File: config.mk
export PLATFORM = sky130hd
export DESIGN_NAME = seven_segment_decoder
export DESIGN_NICKNAME = d
export VERILOG_FILES = /design/src/rtl/seg_pkg.sv /design/src/rtl/seg_pattern_decode.sv /design/src/rtl/seven_segment_decoder.sv
export SDC_FILE = /design/constraint.sdc
export NUM_CORES = 1
export LEC_CHECK = 0
export BUFFER_PORTS_ARGS = -buffer_cell sky130_fd_sc_hd__clkbuf_2
export CAP_MARGIN = 0
export CORE_ASPECT_RATIO = 0.9
export CORE_MARGIN = 2
export CORE_UTILIZATION = 45
export DETAILED_ROUTE_END_ITERATION = 7
export PLACE_DENSITY = 0.66
export SYNTH_ARGS = -nofsm -noshare
export SYNTH_HDL_FRONTEND = slang
export SYNTH_SLANG_ARGS = --single-unit
File: constraint.sdc
create_clock -name clk -period 2 [get_ports clk]
set_input_delay 0.4 -clock clk [delete_from_list [all_inputs] [get_ports clk]]
set_output_delay 0.4 -clock clk [all_outputs]
set_load 0.005 [all_outputs]
File: src/rtl/seg_pkg.sv
// Shared seven-segment code points (active-low abcdefg, bit 6 = a).
// The encoder and the decoder both use these constants.
package seg_pkg;

    localparam logic [6:0] SEG_0     = 7'b0000001;
    localparam logic [6:0] SEG_1     = 7'b1001111;
    localparam logic [6:0] SEG_2     = 7'b0010010;
    localparam logic [6:0] SEG_3     = 7'b0000110;
    localparam logic [6:0] SEG_4     = 7'b1001100;
    localparam logic [6:0] SEG_5     = 7'b0100100;
    localparam logic [6:0] SEG_6     = 7'b0100000;
    localparam logic [6:0] SEG_7     = 7'b0001111;
    localparam logic [6:0] SEG_8     = 7'b0000000;
    localparam logic [6:0] SEG_9     = 7'b0000100;
    localparam logic [6:0] SEG_A     = 7'b0001000;
    localparam logic [6:0] SEG_B     = 7'b1100000;
    localparam logic [6:0] SEG_C     = 7'b0110001;
    localparam logic [6:0] SEG_D     = 7'b1000010;
    localparam logic [6:0] SEG_E     = 7'b0110000;
    localparam logic [6:0] SEG_F     = 7'b0111000;
    localparam logic [6:0] SEG_BLANK = 7'b1111111;

endpackage

File: src/rtl/seg_pattern_decode.sv
// Combinational seven-segment pattern to nibble decode.
// Anything that is not one of the 16 hex glyphs (blank included) is flagged illegal.
module seg_pattern_decode
    import seg_pkg::*;
(
    input  logic [6:0] seg_i,
    output logic [3:0] nib_o,
    output logic       illegal_o
);

    always_comb begin
        nib_o     = 4'h0;
        illegal_o = 1'b0;
        case (seg_i)
            SEG_0:   nib_o = 4'h0;
            SEG_1:   nib_o = 4'h1;
            SEG_2:   nib_o = 4'h2;
            SEG_3:   nib_o = 4'h3;
            SEG_4:   nib_o = 4'h4;
            SEG_5:   nib_o = 4'h5;
            SEG_6:   nib_o = 4'h6;
            SEG_7:   nib_o = 4'h7;
            SEG_8:   nib_o = 4'h8;
            SEG_9:   nib_o = 4'h9;
            SEG_A:   nib_o = 4'hA;
            SEG_B:   nib_o = 4'hB;
            SEG_C:   nib_o = 4'hC;
            SEG_D:   nib_o = 4'hD;
            SEG_E:   nib_o = 4'hE;
            SEG_F:   nib_o = 4'hF;
            default: illegal_o = 1'b1;
        endcase
    end

endmodule

File: src/rtl/seven_segment_decoder.sv
// Debounces a multiplexed seven-segment bus per digit slot and commits the
// decoded nibble once a pattern has been seen STABLE times in a row.
module seven_segment_decoder
    import seg_pkg::*;
#(
    parameter int DIGITS = 3,
    parameter int STABLE = 4
) (
    input  logic                  clk,
    input  logic                  rst,
    input  logic                  in_valid,
    input  logic [1:0]            in_digit,
    input  logic [6:0]            in_seg,
    output logic [4*DIGITS-1:0]   nib_o,
    output logic [DIGITS-1:0]     err_o,
    output logic                  upd_valid,
    output logic [1:0]            upd_digit,
    output logic [3:0]            upd_nib,
    output logic                  upd_err
);

    localparam logic [3:0] STABLE_C = 4'(STABLE);

    logic [3:0]        dec_nib;
    logic              dec_illegal;
    logic              in_range;
    logic [DIGITS-1:0] commit_vec;
    logic [3:0]        held_nib;

    // Only one digit is sampled per cycle, so a single decoder serves all slots.
    seg_pattern_decode u_decode (
        .seg_i     (in_seg),
        .nib_o     (dec_nib),
        .illegal_o (dec_illegal)
    );

    assign in_range = in_valid && ({1'b0, in_digit} < 3'(DIGITS));

    generate
        for (genvar gi = 0; gi < DIGITS; gi++) begin : gen_digit
            logic [6:0] cand_q, cand_d;
            logic [3:0] cnt_q, cnt_d;
            logic [3:0] nib_q;
            logic       err_q;
            logic       sel;
            logic       commit;

            assign sel = in_range && (in_digit == 2'(gi));

            // A changed pattern restarts the run at 1, so it commits at once only when STABLE is 1.
            always_comb begin
                cand_d = cand_q;
                cnt_d  = cnt_q;
                commit = 1'b0;
                if (sel) begin
                    if (in_seg == cand_q) begin
                        if (cnt_q < STABLE_C) begin
                            cnt_d  = cnt_q + 4'd1;
                            commit = (cnt_q + 4'd1 == STABLE_C);
                        end
                    end else begin
                        cand_d = in_seg;
                        cnt_d  = 4'd1;
                        commit = (STABLE_C == 4'd1);
                    end
                end
            end

            always_ff @(posedge clk or negedge rst) begin
                if (!rst) begin
                    cand_q <= SEG_BLANK;
                    cnt_q  <= 4'd0;
                    nib_q  <= 4'd0;
                    err_q  <= 1'b0;
                end else begin
                    cand_q <= cand_d;
                    cnt_q  <= cnt_d;
                    if (commit) begin
                        err_q <= dec_illegal;
                        if (!dec_illegal) begin
                            nib_q <= dec_nib;
                        end
                    end
                end
            end

            assign nib_o[4*gi +: 4] = nib_q;
            assign err_o[gi]        = err_q;
            assign commit_vec[gi]   = commit;
        end
    endgenerate

    // Illegal commits report the nibble the digit is still holding.
    always_comb begin
        held_nib = 4'd0;
        for (int d = 0; d < DIGITS; d++) begin
            if (in_digit == 2'(d)) begin
                held_nib = nib_o[4*d +: 4];
            end
        end
    end

    always_ff @(posedge clk or negedge rst) begin
        if (!rst) begin
            upd_valid <= 1'b0;
            upd_digit <= 2'd0;
            upd_nib   <= 4'd0;
            upd_err   <= 1'b0;
        end else begin
            upd_valid <= |commit_vec;
            if (|commit_vec) begin
                upd_digit <= in_digit;
                upd_err   <= dec_illegal;
                upd_nib   <= dec_illegal ? held_nib : dec_nib;
            end
        end
    end

endmodule

# Yosys cells after proc, flatten, opt, wreduce, memory -nomap -nowiden

Index checks and enable logic that the tools add are counted.

Flip-flop bits (word level): 56
Output and inout bits: 23
Memory bits (writable): 0
Bits of input ports: 12
Latch bits: 0
Bits in read-only memories: 0
Word-level logic and storage cells: 90
Memories: 0

Bitwise gates (word level): 3
Shift-type cells: 0
$mul: 0
Div/mod/pow operators: 0
Magnitude comparators: 4
Muxes and demuxes: 21
Reduce and logical (&&, ||, !) cells: 17
Equal/unequal tests: 26
Add/subtract/negate cells: 3

Operators by type and width:

| cell                | number |
|---|---|
| $pmux 4 s15         | 1 |
| $mux 4              | 10 |
| $eq 7x6->1 const B  | 5 |
| $eq 7x7->1 const B  | 4 |
| $eq 7x7->1          | 3 |
| $reduce_and 2->1    | 9 |
| $reduce_or 16->1    | 1 |
| $eq 7x3->1 const B  | 2 |
| $eq 7x4->1 const B  | 2 |
| $add 4x1->4 const B | 3 |
| $eq 4x3->1 const B  | 3 |
| $lt 4x3->1 const B  | 3 |
| $mux 1              | 10 |
| $eq 7x1->1 const B  | 1 |
| $eq 7x5->1 const B  | 1 |
| $logic_not 7->1     | 1 |
| $ne 2x1->1 const B  | 3 |
| $logic_and 1x1->1   | 4 |
| $not 1->1           | 3 |
| $reduce_or 3->1     | 1 |
| $eq 2x1->1 const B  | 1 |
| $eq 2x2->1 const B  | 1 |
| $logic_not 2->1     | 1 |
| $lt 2x2->1 const B  | 1 |

# Depth between registers and ports, before layout

Gate-level depths: netlist of run 1.

Word-level depth: 6
Depth in mapped cells: 9

# Modules after synthesis

Synthesis of run 1 repeated with hierarchy kept, for this count alone.

Cell total of the unflattened synthesis: 282
Area total of the unflattened synthesis: 3166.8 sq um

By module, submodules not included:

| module                | cells each | times used | area each (sq um) |
|---|---|---|---|
| seven_segment_decoder | 226        | 1          | 2805.2 |
| seg_pattern_decode    | 56         | 1          | 361.6 |

# Least setup slack after synthesis of run 1

OpenSTA, ideal clock, no wires.

Path type: input port to flip-flop
From: in in_seg[2]
To: reg gen_digit[2].nib_q[1]
Buffers on the path: 3
Cell stages on the path: 9
Data required time: 1.875 ns
Data arrival time: 2.025 ns
Slack: -0.150 ns
Cell sequence: buf_4 > buf_6 > nor4_1 > o21ai_0 > o21a_1 > nor3b_2 > buf_4 > nor2_1 > mux2_2

Cells in the longest elaborated chain, start to end: 4

Ends and longest elaborated chain:

| element                    | RTL line                    | source |
|---|---|---|
| start, declared            | seven_segment_decoder.sv:13 | `input logic [6:0] in_seg,` |
| $eq 7x7->1                 | seven_segment_decoder.sv:56 | `if (in_seg == cand_q) begin` |
| $mux 1                     | seven_segment_decoder.sv:56 |  |
| $mux 1                     | seven_segment_decoder.sv:55 | `if (sel) begin` |
| $reduce_and 2->1 (no line) | n/a                         |  |
| end signal, assigned       | seven_segment_decoder.sv:81 | `nib_q <= dec_nib;` |
| end, declared              | seven_segment_decoder.sv:43 | `logic [3:0] nib_q;` |

Several ways; a longest one is shown, not always the timed one.
A chain may end at the register's enable or synchronous reset.

# Worst setup path in the final report of run 1

From: reg gen_digit[0].cand_q[4]
To: reg upd_err

Cells in the longest elaborated chain, start to end: 4

Ends and longest elaborated chain:

| element                | RTL line                     | source |
|---|---|---|
| start, declared        | seven_segment_decoder.sv:41  | `logic [6:0] cand_q, cand_d;` |
| start signal, assigned | seven_segment_decoder.sv:76  | `cand_q <= cand_d;` |
| $eq 7x7->1             | seven_segment_decoder.sv:56  |  |
| $mux 1                 | seven_segment_decoder.sv:56  |  |
| $mux 1                 | seven_segment_decoder.sv:55  |  |
| $reduce_or 3->1        | seven_segment_decoder.sv:111 | `if (\|commit_vec) begin` |
| end signal, assigned   | seven_segment_decoder.sv:113 | `upd_err <= dec_illegal;` |
| end, declared          | seven_segment_decoder.sv:19  | `output logic upd_err` |

Every way passes these cells.

==> results of run 1 <==
==> final cells by class <==
type / count / area, µm²
multi-input cells: 207 / 1610
inverters: 6 / 22.5
clock buffers: 5 / 68.8
repair buffers: 98 / 688
fillers: 626 / 2970
flip-flops and latches: 56 / 1430
well taps: 93 / 116
clock inverters: 3 / 27.5
==> routing by layer <==
| metal | vias up | global-route usage [%] |
|---|---|---|
| li1 | 1192 | - |
| met1 | 1168 | 28.1 |
| met2 | 36 | 30.8 |
| met3 | 2 | 4.34 |
| met4 | 0 | 3.66 |
| met5 | - | 0 |
==> worst max-delay path, cell delays in order, from the launching register on <==
cell	delay, ps
dfstp_2	550
xnor2_1	110
nand4_1	200
nor3_2	320
nand3_2	170
and3_4	230
mux2_4	290
==> power by group <==
| part | leakage, nW | total, mW | internal [mW] | switching (mW) |
|---|---|---|---|---|
| logic | 1.10 | 0.456 | 0.244 | 0.213 |
| registers | 0.673 | 1.32 | 1.27 | 0.0540 |
| clock network | 0.0463 | 0.659 | 0.258 | 0.401 |
| total | 1.82 | 2.44 | 1.77 | 0.668 |
==> cells by family (layout without fill, tap and decap cells) <==
family / after synthesis / in the layout
DFF: 56 / 56
adders and majority gates: 6 / 6
AOI/OAI and AO/OA: 57 / 57
muxes: 38 / 38
and+or+nand+nor: 85 / 85
xor gates and xnor gates: 21 / 21
buffers and inverters: 29 / 112
==> cell usage after synthesis, drive strengths merged, types with 3 or more instances <==
cell type  number
dfrtp          35
nor3b           9
ha              6
mux2i          10
nand2b          4
nor2           16
mux2           28
a22o            3
a21oi           5
nand4           3
nand3           5
o21a            3
nor2b           4
nand3b          6
and2            3
xnor2          18
xor2            3
inv             6
nand2          17
dfstp          21
nor3            4
buf            16
o21ai          32
clkbuf          7
==> registers in the layout, summed over array words and instances (netlist names) <==
register          flops
gen_digit.cand_q     21
gen_digit.cnt_q      12
gen_digit.nib_q      12
upd_nib               4
gen_digit.err_q       3
upd_digit             2
upd_err               1
upd_valid             1
==> stage by stage <==
step           utilization (%)  setup WS, ps
2_1_floorplan                -         -53.8
3_3_place_gp              55.4          -181
3_5_place_dp              55.4          -204
4_1_cts                   56.8          68.5
5_1_grt                   57.2         -38.9
6_report                  57.2          39.3
==> worst paths after layout <==
path | startpoint | to | slack, ps
worst max-delay path | gen_digit[0].cand_q[4] | upd_err | 40
min in group clk | in_seg[4] | gen_digit[0].cand_q[4] | 470
worst max register to register | gen_digit[0].cand_q[4] | upd_err | 40
max in group asynchronous | rst | gen_digit[1].cand_q[3] | 1610
worst min-delay path | rst | gen_digit[0].nib_q[1] | 60
worst min register to register | gen_digit[0].cand_q[3] | gen_digit[0].cand_q[3] | 490
==> what timing repair did <==
action                     4_1_cts  5_1_grt
setup endpoints to repair        0       13
gates resized for setup          0        5
buffers inserted                 0        1
==> results.ini, run 1 <==
[sta]
setup_violations = 0
final.setup_skew_ps = 12.9
whs_ps = 64.0
fin_tns_setup_ps = 0
fin_crit_sh_pct = 98.0
maxSlewViolCount = 0
max_freq_mhz = 510
maxSlewHeadroom_pct = 57.3
tightest_slew_ps = 633
rsz0062_at_grt = yes
hold_viol_final = 0
fin_crit_ps = 1960

[clocking]
cts_buffer_depth = 2
numCtsBuffers = 5
cts_hold_buffers = 0
clkTransAtPathRegs_ps = 110
h-tree-depth = 2
cts_tree = built
clk_latency_ps = 320
cts_root_buf = clkbuf_8
cts_sinks = 56

[drt]
final_antenna_net_count = 0
maxUsedRoutingLayer = met4
vias = 2398
viasPerCell = 5.12
drt_drc_violations_left = 0
wl_met2_mm = 3.27
dr.pass1.iters = 4
drt_iter0_markers = 69
wl_met1_mm = 3.44
wl_met3_um = 176
wl_per_cell_um = 14.8
wirelength_mm = 6.91

[placement]
dp.final_hpwl_mm = 5.34
globalplace.congestion = 0.810
io_buffers = 34
place_area_um2 = 3840
dp.cells = 459

[finish]
layout_commonest_cell = buf_4
mostFrequentLayoutCells = 61 x buf_4, 35 x dfrtp_1, 34 x clkbuf_2, 29 x o21ai_0, 25 x mux2_2
drive_gt1_share_pct = 46.4
final_nets = 392
fin_area_um2 = 3960
area_growth_pct = 25.0
antennaDiodeCount = 0
layout.cells.non_filler = 468

[floorplanning]
core_um2 = 6930
die_h_um = 83.6
num_rows = 29
die_area_um2 = 7730
start_util_pct = 45.7
pin_count = 35
die_w_um = 92.5

[logic_synthesis]
synth.area.mux_share_pct = 13.5
yosys_warnings = 0
synth_ff_type = dfrtp_1
synthArstFlopShare_pct = 100
seq_area_frac_synth_pct = 45.0
synthAdderAreaFrac_pct = 2.37
yosys.area_share.simple_pct = 17.2
synth_top_family_by_area = simple AND/OR/NAND/NOR gates
synth_compound_area_share_pct = 11.0
synth_nets = 310
ys_types = 56
synth_xor_area_share_pct = 5.80
yosys_register_bits = 56
synth_top_area_share_pct = 27.6
yosys-top-cells-area = dfrtp_1 28%, dfstp_2 17%, mux2_2 8.9%
synth_edf_count = 0
syn_area_um2 = 3170
syn_inst = 292
postSynthAreaPerCell_um2 = 10.9
synth_area_leader_cell = dfrtp_1

[run]
maxCapViolCount = 0

[power]
p_per_area_nw_per_um2 = 616
power.total_mw = 2.44
p_leak_nw = 1.82
vdd_drop_max_uv = 485

[global_routing]
grt_pass1_vias = 2408
antenna_found_initial = 0
grt_usage_pct = 19.6
grt_overflow = 0
grt_max_degree = 57
grt_pass1_wl_mm = 11.9

[worst_setup_path]
r2r_cells = 6
start_kind = flip-flop
crit_arrival_ps = 2180
critPathKind = reg2reg
cp_max_fo = 4
crit_required_ps = 2220
endpoint_kind = flip-flop

[status]
status = finished clean

[worst_hold_path]
hp-class = in2async

No activity file was read; power rests on OpenSTA's default activity.
==> run 2, diff against run 1 <==
- CELL_PAD_IN_SITES_DETAIL_PLACEMENT: unset -> 0
- CELL_PAD_IN_SITES_GLOBAL_PLACEMENT: unset -> 1
- CORE_UTILIZATION: 45 -> 44
- CTS_BUF_LIST: unset -> sky130_fd_sc_hd__clkbuf_4 sky130_fd_sc_hd__clkbuf_8
- PLACE_DENSITY: 0.66 -> 0.79
- SYNTH_HIERARCHICAL: unset -> 1
==> run 2 against run 1 <==
Effect of this change:
- the flow now finishes with violations (negative setup slack)
- global-route usage down 0.92 points
- critical path type is now in2reg
- final cell count decreased by 2.8%
- synthesized cell count is 3.4% lower
- sequential power is essentially flat
- via count up 0.13%
==> results.ini, run 2 <==
[logic_synthesis]
synth_area_leader_cell = dfrtp_1
synth_edf_count = 0
seq_area_frac_synth_pct = 45.1
syn_area_um2 = 3170
synth_nets = 298
yosys-top-cells-area = dfrtp_1 28%, dfstp_2 17%, mux2_2 11%
synth_ff_type = dfrtp_1
postSynthAreaPerCell_um2 = 11.2
yosys_register_bits = 56
yosys_warnings = 6
yosysMostFrequentCell = dfrtp_1
synth_commonest_cells = 35 x dfrtp_1, 31 x mux2_2, 28 x nand2_1, 21 x dfstp_2, 21 x xor2_1
synthArstFlopShare_pct = 100
ys_types = 56
synth_top_area_share_pct = 27.7
syn_inst = 282

[finish]
final_nets = 377
antennaDiodeCount = 0
top_regs = gen_digit.cand_q (21), gen_digit.cnt_q (12), gen_digit.nib_q (12)
layout_commonest_cell = buf_4
mostFrequentLayoutCells = 54 x buf_4, 35 x dfrtp_1, 32 x clkbuf_2, 27 x nand2_1, 25 x mux2_2
drive_gt1_share_pct = 50.0
area_growth_pct = 26.5
top_register = gen_digit.cand_q
largest_reg_flops = 21
fin_util_pct = 57.2
fin_area_um2 = 4010

[clocking]
cts_root_buf = clkbuf_8
clkTransAtPathRegs_ps = 110
cts_sinks = 56
cts_buffer_depth = 2
numCtsBuffers = 5
h-tree-depth = 2
clk_latency_ps = 320
cts_tree = built
cts_hold_buffers = 0

[power]
vdd_drop_max_uv = 334
p_per_area_nw_per_um2 = 613
power.total_mw = 2.46
p_leak_nw = 1.95

[worst_setup_path]
crit_required_ps = 2200
crit_arrival_ps = 2240
critPathKind = in2reg
start_kind = input port
path_buf_inv = 2
endpoint_kind = flip-flop
slowest_stage = or4_4
path_delay_family = simple AND/OR/NAND/NOR gates
max_stage_delay_ps = 530
cp_max_fo = 8
crit_chain = buf_8 > or4_4 > o2bb2ai_2 > a211o_1 > a2bb2oi_4 > nor4bb_4 > buf_6 > nor2_4 > mux2_4

[global_routing]
grt_overflow = 0
grt_pass1_vias = 2388
grt_pass1_wl_mm = 11.6
grt_max_degree = 57
grt_usage_pct = 18.7
antenna_found_initial = 0

[worst_hold_path]
hp-class = in2async

[floorplanning]
start_util_pct = 45.2
die_w_um = 93.4
core_um2 = 7000
die_h_um = 84.5
pin_count = 35
num_rows = 29
die_area_um2 = 7890

[sta]
maxSlewViolCount = 0
final.setup_skew_ps = 10.8
fin_crit_sh_pct = 102
setup_violations = 8
rsz0062_at_grt = yes
hold_viol_final = 0
setup_ws_ps = -32.9
tightest_slew_ps = 478
max_freq_mhz = 492
maxSlewHeadroom_pct = 68.1
fin_crit_ps = 2030

[placement]
globalplace.congestion = 0.844
place_area_um2 = 3800
io_buffers = 34
dp.final_hpwl_mm = 5.19
place_ws_ps = -456

[status]
violations = negative setup slack
status = complete, but fails checks

[drt]
drt_drc_violations_left = 0
viasPerCell = 5.28
final_antenna_net_count = 0
wirelength_mm = 6.95
dr.pass1.iters = 4
wl_per_cell_um = 15.3
drt_iter0_markers = 72
vias = 2401

[run]
maxCapViolCount = 0

==> run 2: cell types whose count changed in the layout (fill, tap and decap cells not counted), sizes merged, moves of 4 or more <==
cell,previous run,this run
o21ai,32,4
xor2,3,21
xnor2,18,1
nand2,17,28
a21oi,5,14
mux2,28,36
nor4,2,10
nor3b,9,3
mux2i,10,6
nor2,16,20
==> run 2: routing by layer <==
metal / vias up / track usage, % / wire [µm]
met3: 7 / 4.49 / 311
li1: 1151 / - / -
met2: 57 / 30.6 / 3350
met4: 0 / 4.41 / 76
met1: 1186 / 25.0 / 3220
met5: - / 0 / 0
==> run 2: timing repair <==
action / 4_1_cts / 5_1_grt
hold endpoints to repair: 0 / 0
gates resized for setup: 5 / 18
setup endpoints to repair: 14 / 19
setup buffers: 1 / 2
pin swaps: 6 / 8
==> run 2: cells by family (layout without fill, tap and decap cells) <==
| family | after synthesis | in the layout | synth area share (%) |
|---|---|---|---|
| AND/OR/NAND/NOR | 100 | 100 | 20.6 |
| flip-flops | 56 | 56 | 45.1 |
| multiplexers | 42 | 42 | 15.2 |
| AO/OA/AOI/OAI | 34 | 34 | 6.99 |
| buffers and inverters | 24 | 104 | 4.50 |
| XOR/XNOR | 22 | 22 | 6.08 |
| adder cells (fa/ha/maj) | 4 | 4 | 1.58 |
==> run 2: final timing paths <==
| path | from | end | slack [ps] | cells after the start |
|---|---|---|---|---|
| worst max register to register | gen_digit[2].cand_q[0] | gen_digit[2].nib_q[1] | 110 | 6 |
| min in group clk | in_seg[6] | gen_digit[0].cand_q[6] | 420 | 4 |
| worst min-delay path | rst | gen_digit[0].cnt_q[1] | 60 | 2 |
| worst min register to register | gen_digit[0].cand_q[6] | gen_digit[0].cand_q[6] | 470 | 2 |
| max in group asynchronous | rst | gen_digit[2].cand_q[1] | 1620 | 2 |
| worst max-delay path | in_seg[5] | gen_digit[2].nib_q[1] | -30 | 9 |
==> run 2: area by class of cell <==
cell class	instances	area (µm²)
Inverter	2	7.51
Multi-Input combinational cell	202	1680
Clock buffer	5	68.8
Fill cell	604	3000
Sequential cell	56	1430
Clock inverter	3	25.0
Timing Repair Buffer	94	677
Tap cell	93	116
==> run 2: power by group <==
part,switching [mW],leakage [nW],internal (mW)
Sequential,0.0536,0.694,1.27
Clock,0.404,0.0452,0.257
Combinational,0.233,1.21,0.238
==> run 2: through the flow <==
stage	cells	setup TNS, ps	hold slack, ps
2_1_floorplan	282	-4470	104
3_3_place_gp	444	-7310	424
3_5_place_dp	444	-8370	424
4_1_cts	453	-28.6	81.2
5_1_grt	455	-784	87.6
6_report	455	-199	62.1
==> run 2: worst register-to-register path: cells and delay by family, from the launching register on <==
kind                      cells  cell delay, ps
and+or+nand+nor               3             680
DFF                           1             550
muxes                         1             320
buffers and inverters         1             170
xor gates and xnor gates      1              70
